`config.mk`:
```
export PLATFORM = sky130hd
export DESIGN_NAME = nes_joypad_ctrl
export DESIGN_NICKNAME = d
export VERILOG_FILES = /design/src/rtl/nes_joypad_ctrl.sv
export SDC_FILE = /design/constraint.sdc
export NUM_CORES = 1
export LEC_CHECK = 0
export CORE_MARGIN = 2
export CORE_UTILIZATION = 63
export DETAILED_ROUTE_END_ITERATION = 12
export PLACE_DENSITY = 0.95
export SLEW_MARGIN = 10
export SYNTH_ARGS = -nofsm -noshare
export SYNTH_HDL_FRONTEND = slang
export SYNTH_SLANG_ARGS = --single-unit
```
`constraint.sdc`:
```
create_clock -name clk -period 3.99 [get_ports clk]
set_input_delay 0.798 -clock clk [delete_from_list [all_inputs] [get_ports clk]]
set_output_delay 0.798 -clock clk [all_outputs]
set_load 0.005 [all_outputs]
```
`src/rtl/nes_joypad_ctrl.sv`:
```
// NES joypad sequencer: latches both pads, clocks out 8 buttons over the shared
// LATCH/CLK lines, and commits active-high button vectors with a one-cycle strobe.
//   state    | meaning
//   S_IDLE   | wait for poll timer or poll_req
//   S_LATCH  | jp_latch high, pads load parallel buttons
//   S_SETTLE | lines low, sample button A on last cycle
//   S_CLK_HI | jp_clk high, pads shift to next button
//   S_CLK_LO | jp_clk low, sample current button on last cycle
module nes_joypad_ctrl #(
  parameter int LATCH_CYCLES    = 1200,
  parameter int HALF_BIT_CYCLES = 600,
  parameter int IDLE_CYCLES     = 1666667
) (
  input  logic       clk,
  input  logic       rst,
  input  logic       jp_data1_in,
  input  logic       jp_data2_in,
  input  logic       poll_req,
  output logic       jp_latch,
  output logic       jp_clk,
  output logic [7:0] jp1_state,
  output logic [7:0] jp2_state,
  output logic       poll_valid,
  output logic       busy
);

  localparam int CNT_MAX = (LATCH_CYCLES > HALF_BIT_CYCLES) ? LATCH_CYCLES : HALF_BIT_CYCLES;
  localparam int CW      = $clog2(CNT_MAX + 1);
  localparam int TW      = $clog2(IDLE_CYCLES + 1);
  localparam logic [CW-1:0] LATCH_LAST = CW'(LATCH_CYCLES - 1);
  localparam logic [CW-1:0] HALF_LAST  = CW'(HALF_BIT_CYCLES - 1);
  localparam logic [TW-1:0] IDLE_LAST  = TW'(IDLE_CYCLES - 1);

  typedef enum logic [2:0] {
    S_IDLE,
    S_LATCH,
    S_SETTLE,
    S_CLK_HI,
    S_CLK_LO
  } state_e;

  state_e        state_q, state_d;
  logic [TW-1:0] timer_q, timer_d;
  logic [CW-1:0] cnt_q, cnt_d;
  logic [2:0]    idx_q, idx_d;
  logic [1:0]    sync1_q, sync2_q;
  logic [7:0]    shift1_q, shift1_d, shift2_q, shift2_d;
  logic          commit_q, commit_d;
  logic [7:0]    jp1_q, jp1_d, jp2_q, jp2_d;
  logic          latch_q, latch_d, jclk_q, jclk_d, valid_q, valid_d;
  logic          pad1_pressed, pad2_pressed;

  assign pad1_pressed = ~sync1_q[1];
  assign pad2_pressed = ~sync2_q[1];

  always_comb begin
    state_d  = state_q;
    timer_d  = timer_q;
    cnt_d    = cnt_q;
    idx_d    = idx_q;
    shift1_d = shift1_q;
    shift2_d = shift2_q;
    commit_d = 1'b0;
    case (state_q)
      S_IDLE: begin
        if (timer_q == IDLE_LAST || poll_req) begin
          state_d = S_LATCH;
          timer_d = '0;
        end else begin
          timer_d = timer_q + 1'b1;
        end
      end
      S_LATCH: begin
        if (cnt_q == LATCH_LAST) begin
          state_d = S_SETTLE;
          cnt_d   = '0;
          idx_d   = '0;
        end else begin
          cnt_d = cnt_q + 1'b1;
        end
      end
      S_SETTLE: begin
        if (cnt_q == HALF_LAST) begin
          shift1_d[0] = pad1_pressed;
          shift2_d[0] = pad2_pressed;
          state_d     = S_CLK_HI;
          cnt_d       = '0;
        end else begin
          cnt_d = cnt_q + 1'b1;
        end
      end
      S_CLK_HI: begin
        if (cnt_q == HALF_LAST) begin
          state_d = S_CLK_LO;
          cnt_d   = '0;
          idx_d   = idx_q + 1'b1;
        end else begin
          cnt_d = cnt_q + 1'b1;
        end
      end
      S_CLK_LO: begin
        if (cnt_q == HALF_LAST) begin
          shift1_d[idx_q] = pad1_pressed;
          shift2_d[idx_q] = pad2_pressed;
          cnt_d           = '0;
          if (idx_q == 3'd7) begin
            state_d  = S_IDLE;
            commit_d = 1'b1;
          end else begin
            state_d = S_CLK_HI;
          end
        end else begin
          cnt_d = cnt_q + 1'b1;
        end
      end
      default: state_d = S_IDLE;
    endcase

    // Pin outputs follow the next state so they come straight from flops.
    latch_d = (state_d == S_LATCH);
    jclk_d  = (state_d == S_CLK_HI);
    // The last sample lands in the shift registers one edge before commit.
    valid_d = commit_q;
    jp1_d   = commit_q ? shift1_q : jp1_q;
    jp2_d   = commit_q ? shift2_q : jp2_q;
  end

  always_ff @(posedge clk or posedge rst) begin
    if (rst) begin
      state_q  <= S_IDLE;
      timer_q  <= '0;
      cnt_q    <= '0;
      idx_q    <= '0;
      sync1_q  <= 2'b11;
      sync2_q  <= 2'b11;
      shift1_q <= '0;
      shift2_q <= '0;
      commit_q <= 1'b0;
      jp1_q    <= '0;
      jp2_q    <= '0;
      latch_q  <= 1'b0;
      jclk_q   <= 1'b0;
      valid_q  <= 1'b0;
    end else begin
      state_q  <= state_d;
      timer_q  <= timer_d;
      cnt_q    <= cnt_d;
      idx_q    <= idx_d;
      sync1_q  <= {sync1_q[0], jp_data1_in};
      sync2_q  <= {sync2_q[0], jp_data2_in};
      shift1_q <= shift1_d;
      shift2_q <= shift2_d;
      commit_q <= commit_d;
      jp1_q    <= jp1_d;
      jp2_q    <= jp2_d;
      latch_q  <= latch_d;
      jclk_q   <= jclk_d;
      valid_q  <= valid_d;
    end
  end

  assign jp_latch   = latch_q;
  assign jp_clk     = jclk_q;
  assign jp1_state  = jp1_q;
  assign jp2_state  = jp2_q;
  assign poll_valid = valid_q;
  assign busy       = (state_q != S_IDLE);

endmodule

```
==> results.md, run 1 <==
| Quantity | Reported |
|---|---|
| Share of synthesized area occupied by flip-flops and latches | 53.9% |
| Core Footprint | 5540 sq um |
| Clock Root Buffer | clkbuf_8 |
| Area leader, netlist | dfrtp_1 |
| Vias in the first global route | 2653 |
| Fraction of layout instances using a drive strength above 1 | 12.6% |
| Final hold vios | 0 |
| Startpoint type of the worst setup path | flop |
| Post-CTS setup buffer count | 0 |
| CP cell instances | nor3_2 > inv_2 > clkdlybuf4s50_1 |
| Proportion of synthesized flip-flops having asynchronous set or reset | 100% |
| Signal arrival time at the worst endpoint | 2.04 ns |
| Initial cell density of the core | 65.6% |
| Most frequent cells in the layout | 74 x dfrtp_1, 43 x nand2_1, 30 x nor2_1 |
| Count of hold buffers inserted by post-cts repair | 0 |
| HPWL after detailed placement | 4740 um |
| Number of cells upsized or downsized after cts | 0 |
| I/O Pins | 25 |
| Die Footprint | 6390 sq um |
| Total length of routed wires | 7200 um |
| Number of max-slew violations in the final report | 0 |
| Pre-antenna DRT Iters | 6 |
| Reg clk slew, reported paths | 0.09 ns |
| Critical path capture point type | primary output |
| Mean number of vias per cell | 5.99 |
| Number of buffers added by the clock tree synthesis step | 9 |
| Cell count of the worst hold path | 0 |
| FILL cells | 361 |
| Die width | 79.9 um |
| DRC errors left | 0 |
| Status | complete, no violations |
| Launch instance of the worst register-to-register path | state_q[2] |
| Antenna cell count | 0 |
| Launch instance of the worst min-delay path | sync2_q[0] |
| Initial antenna violation count | 0 |
| Post-layout instance count excluding filler cells | 444 |
| Crit path time final | 2.84 ns |
| Share of the synthesized area in the top cell type | 51.0% |
| # setup viols final | 0 |
| Deepest level of the CTS H-tree | 3 |
| Signed area change from the synthesized netlist to the final layout | 13.9% |
| Tcrit/Tclk final | 71.2% |
| Number of cells traversed by the worst register-to-register path | 4 |
| Most common cell after layout, fill and taps aside | dfrtp_1 |
| Longest Clk Path Bufs | 2 |
| First-iteration detailed-routing DRC count | 213 |
| Count of vias placed by the detailed router | 2658 |
| Clock tree from TritonCTS | yes |
| Max FO, Critical Path | 16 |
| Input/output buffers | 24 |
| Nets | 377 |
| Largest incremental delay on the critical path | 0.53 ns |
| Hold Path Sink | sync2_q[1] |
| Cell Area, Synth | 3630 sq um |
| CP max-delay cell | dfrtp_1 |
| Kind of critical path | reg -> out |
| Overall track demand over capacity in global routing | 25.1% |
| Clock latency reported for the late side of the worst-skew pair | 0.35 ns |
| Top cells by area, synth | dfrtp_1 51%, mux2_2 5.0%, xor2_1 4.6%, nand2_1 4.4%, nor2_1 3.1% |
| Post-Place Cells | 428 |
| Number of cells produced by synthesis | 340 |
| Maximum number of pins on one net before global-route repair | 79 |
| GR Overflow Total | 0 |
| Clk_skew | 0.0120 ns |
| Power per Cell Area | 365 nW/um^2 |
| Synthesis warning total | 0 |
| Slew margin rel. | 36.4% |
| Standard-cell row count | 27 |
| FF+latch count, synth | 78 |
| Synthesized area per cell | 10.7 sq um |
| Most instantiated flip-flop cell in the synthesis netlist | dfrtp_1 |
| Max_cap viols | 0 |
| Peak ir drop on the vdd network | 0.000276 V |
| Chip height | 79.9 um |
| EDFF count, synth | 0 |
| Type of the tightest min-delay check | reg -> reg |
| Global-route wire length before repair | 12300 um |
| Leak Pwr | 0.00178 uW |
| RSZ-0062 raised after global routing | no |
| Highest achievable clock rate | 352 MHz |
| Required time at the endpoint of the critical path | 3.19 ns |
| Synthesized Nets | 350 |
| Worst reg2reg path endpoint | shift1_q[7] |
| Routability cong. | 0.863 |
| Routed length per placed instance | 16.2 um |
| ANT nets after route | 0 |
| Register-to-register setup slack | 1.63 ns |
| Total number of clock tree sinks | 78 |
| Pin slew with the least headroom to its limit | 0.952 ns |
| Summed negative setup slack over all endpoints | 0 ns |
| Number of distinct library cell variants in the gate-level netlist after synthesis | 50 |
-- routing by layer --
layer / routed length (um) / up-vias / track usage (%)
li1: - / 1252 / -
met1: 3080 / 1304 / 32.5
met2: 3590 / 88 / 40.8
met3: 387 / 14 / 4.86
met4: 144 / 0 / 12.0
met5: 0 / - / 0
-- where the power goes --
| part | total [uW] | internal (uW) | switching (uW) |
|---|---|---|---|
| Clock | 654 | 358 | 297 |
| Combinational | 37.7 | 13.3 | 24.3 |
| Sequential | 818 | 803 | 14.8 |
-- how the worst max path moves through the flow --
stage                     slack [ns]       start       end
after floorplan                 1.20         rst  cnt_q[0]
after global placement          1.56  state_q[2]      busy
after detailed placement        1.53  state_q[2]      busy
after CTS                       1.14  state_q[2]      busy
after global routing            1.00  state_q[2]      busy
final                           1.15  state_q[2]      busy
-- logic make-up after synthesis --
logic type	synth area share, %
flip-flops	53.9
adder cells (fa/ha/maj)	1.72
XOR/XNOR	6.27
AO/OA/AOI/OAI	6.78
AND/OR/NAND/NOR	23.1
multiplexers	5.51
buffers and inverters	2.75
-- flip-flops by register name, summed over array words and instances (netlist names) --
signal      flops
cnt_q          11
sync1_q         2
shift1_q        8
jp_clk          1
jp_latch        1
timer_q        21
idx_q           3
commit_q        1
poll_valid      1
state_q         3
jp1_state       8
jp2_state       8
sync2_q         2
shift2_q        8
-- through the flow --
stage | area, sq um | utilization [%] | hold WS, ns | setup WS [ns] | total power, uW
4_1_cts | 4140 | 74.7 | 0.361 | 1.14 | 1520
3_5_place_dp | 3920 | 70.7 | 0.349 | 1.53 | 870
6_report | 4140 | 74.7 | 0.360 | 1.15 | 1510
3_3_place_gp | 3920 | 70.7 | 0.345 | 1.56 | 868
5_1_grt | 4140 | 74.7 | 0.366 | 1.00 | 1560
2_1_floorplan | 3630 | - | 0.345 | 1.20 | 853
-- cells in the mapped netlist (all sizes together) (2+ instances only) --
cell type and instances:
nor4 6, nand3 20, mux2 16, nand4 10
a22oi 2, nand3b 6, o21ai 23, ha 5
clkbuf 4, nor3b 4, xnor2 7, and4 3
inv 9, o31ai 2, dfrtp 74, nor3 11
o2bb2ai 2, dfstp 4, nand2b 2, mux2i 2
nand2 43, xor2 19, buf 5, or4b 4
a21o 3, nor2 31, a21oi 5, and3 7
-- critical path, delay by kind of cell, from the launching register on --
| family | cells | cell delay (ns) |
|---|---|---|
| buf+inv | 2 | 0.67 |
| simple gates | 1 | 0.50 |
| flops | 1 | 0.53 |
-- cell type report --
| class | instances | area (sq um) | share of cell area, % |
|---|---|---|---|
| Inverter | 9 | 33.8 | 0.816 |
| Multi-Input combinational cell | 244 | 1580 | 38.1 |
| Sequential cell | 78 | 1960 | 47.3 |
| Clock buffer | 10 | 128 | 3.08 |
| Timing Repair Buffer | 25 | 260 | 6.29 |
| Clock inverter | 6 | 95.1 | 2.30 |
| Tap cell | 72 | 90.1 | 2.18 |
Note: power is estimated with default switching activity, not from simulation.
==> inputs of run 2 (changes only) <==
Settings changed: CORE_UTILIZATION 63 to 53, PLACE_DENSITY 0.95 to 0.87.
Clock period 3.99 ns to 2.5 ns, I/O delays scaled along.
==> run 2 against run 1 <==
- critical path type unchanged
- highest routed layer unchanged
- clock skew is 0.0031 ns lower
- first-iteration DRC count down 14%
- total power increased by 55%
==> results.md, run 2 (synthesis gave the netlist of run 1 again) <==
| Quantity | Reported | vs previous |
|---|---|---|
| Leak Pwr | 0.00181 uW | +1.5% |
| Peak ir drop on the vdd network | 0.000312 V | +13% |
| Tcrit/Tclk final | 90.4% |  |
| Initial cell density of the core | 54.1% | -12 points |
| Critical path capture point type | primary output |  |
| Number of cells upsized or downsized after cts | 0 | unchanged |
| Highest achievable clock rate | 443 MHz |  |
| Number of flip-flops under the largest register name | 21 | unchanged |
| Count of hold buffers inserted by post-cts repair | 0 | unchanged |
| Standard-cell row count | 30 | +11% |
| Min setup slack post-route | 0.241 ns | -0.908 ns |
| RSZ-0062 raised after global routing | no |  |
| Largest registers | timer_q: 21 flops, cnt_q: 11 flops |  |
| Total length of routed wires | 6700 um | -7.0% |
| Clock latency reported for the late side of the worst-skew pair | 0.36 ns | about the same |
| Largest incremental delay on the critical path | 0.46 ns | -0.07 ns |
| Input/output buffers | 24 | unchanged |
| Fin Hold WS | 0.361 ns | +0.000820 ns |
| Core Footprint | 6720 sq um | +21% |
| Slew margin rel. | 55.4% | +19 points |
| Number of max-slew violations in the final report | 0 | unchanged |
| Max FO, Critical Path | 15 | -1 |
| Overall power of the completed layout | 2340 uW | +55% |
| Type of the tightest min-delay check | reg -> reg |  |
| Clock Root Buffer | clkbuf_8 |  |
| Power per Cell Area | 561 nW/um^2 | +54% |
| Final hold vios | 0 | unchanged |
| Register-to-register setup slack | 0.29 ns | -1.34 ns |
| Most frequent cells in the layout | 74 x dfrtp_1, 43 x nand2_1, 30 x nor2_1 |  |
| I/O Pins | 25 | unchanged |
| Launch instance of the worst register-to-register path | cnt_q[3] |  |
| Die width | 86.8 um | +8.6% |
| Post-placement setup slack | 0.318 ns | -1.21 ns |
| Footprint of the multi-input gates | 1580 sq um | unchanged |
| Worst path depth | 4 | +1 |
| Status | complete, no violations |  |
| Pin slew with the least headroom to its limit | 0.668 ns | -0.283 ns |
| HPWL after detailed placement | 4640 um | -2.1% |
| Critical path launch point | state_q[2] |  |
| Kind of critical path | reg -> out |  |
| First-iteration detailed-routing DRC count | 183 | -14% |
| Placed instance area | 3970 sq um | +1.2% |
| GR Overflow Total | 0 | unchanged |
| Global-route wire length before repair | 12000 um | -2.3% |
| Max_cap viols | 0 | unchanged |
| Number of cells traversed by the worst register-to-register path | 5 | +1 |
| Required time at the endpoint of the critical path | 2.00 ns | -1.19 ns |
| ANT nets after route | 0 | unchanged |
| Overall track demand over capacity in global routing | 20.3% | -4.9 points |
| Maximum number of pins on one net before global-route repair | 79 | unchanged |
| Deepest level of the CTS H-tree | 3 | unchanged |
| Antenna cell count | 0 | unchanged |
| Pre-antenna DRT Iters | 4 | -2 |
| Chip height | 86.8 um | +8.6% |
| Buffer and inverter count on the worst path | 3 | +1 |
| Most common cell after layout, fill and taps aside | dfrtp_1 |  |
| Longest Clk Path Bufs | 2 | unchanged |
| Initial antenna violation count | 0 | unchanged |
| Hold Path Sink | sync1_q[1] |  |
| Worst reg2reg path endpoint | shift2_q[1] |  |
| Die Footprint | 7530 sq um | +18% |
| Top cell family by delay on the critical path | buffers and inverters |  |
| Largest register by flop count | timer_q |  |
| CP max-delay cell | clkdlybuf4s50_1 |  |
| DRC errors left | 0 | unchanged |
| CP cell instances | buf_4 > nor3_2 > inv_2 > clkdlybuf4s50_1 |  |
| Nets | 382 | +1.3% |
| FILL cells | 512 | +42% |
| Crit path time final | 2.26 ns |  |
| Mean number of vias per cell | 5.70 | -4.7% |
| Signal arrival time at the worst endpoint | 1.76 ns | -0.28 ns |
| Number of buffers added by the clock tree synthesis step | 9 | unchanged |
| Fraction of layout instances using a drive strength above 1 | 14.1% | +1.4 points |
| Launch instance of the worst min-delay path | sync1_q[0] |  |
| Startpoint type of the worst setup path | flop |  |
| # setup viols final | 0 | unchanged |
| Cell count of the worst hold path | 0 | unchanged |
| Clk_skew | 0.00894 ns | -0.00309 ns |
| Summed negative setup slack over all endpoints | 0 ns | unchanged |
| Vias in the first global route | 2541 | -4.2% |
| Finished layout cell area | 4170 sq um | +0.73% |
| FF+latch area | 1960 sq um | unchanged |
| Routability cong. | 0.852 | -1.3% |
| Routed length per placed instance | 14.6 um | -9.7% |
| Reg clk slew, reported paths | 0.08 ns | about the same |
| Count of vias placed by the detailed router | 2606 | -2.0% |
| Total number of clock tree sinks | 78 | unchanged |
| Signed area change from the synthesized netlist to the final layout | 14.8% |  |
| Clock tree from TritonCTS | yes |  |
| Post-CTS setup buffer count | 0 | unchanged |
## run 2: cell count changes in the layout (fill, tap and decap cells not counted)
cell,previous run,this run
clkinvlp_4,2,0
inv_6,0,2
buf_4,0,5
clkinv_4,1,2
clkbuf_1,1,0
bufinv_16,2,1
clkinv_2,0,1
## run 2: cell type report
type                            instances  share of cell area [%]
Sequential cell                        78                    46.9
Multi-Input combinational cell        244                    37.8
Timing Repair Buffer                   30                    7.14
Clock buffer                            9                    2.97
Tap cell                               80                    2.40
Clock inverter                          7                    1.95
Inverter                                9                   0.810
## run 2: how the worst max path moves through the flow
stage / to / slack [ns]
floorplan: cnt_q[0] / 0.01
global placement: state_q[0] / 0.41
detailed placement: timer_q[11] / 0.32
CTS: busy / 0.22
global route: shift2_q[1] / 0.08
finish: busy / 0.24
## run 2: power by group
group	leakage, uW	switching, uW	total, uW	internal [uW]
clock network	0.000106	498	975	477
logic	0.000706	37.4	58.6	21.2
registers	0.000999	23.0	1300	1280
## run 2: per-layer routing
layer  vias up  track usage (%)  share of wire [%]
met1      1259             27.9                 46
met3        12             4.86                3.6
met4         0             9.09                2.0
met5         -                0                  0
met2        71             30.6                 48
li1       1264                -                  -
## run 2: metrics by stage
stage	utilization (%)	cells
after floorplan	-	340
after global placement	59.0	441
after detailed placement	59.0	441
after CTS	62.1	457
after global routing	62.1	457
final	62.1	457
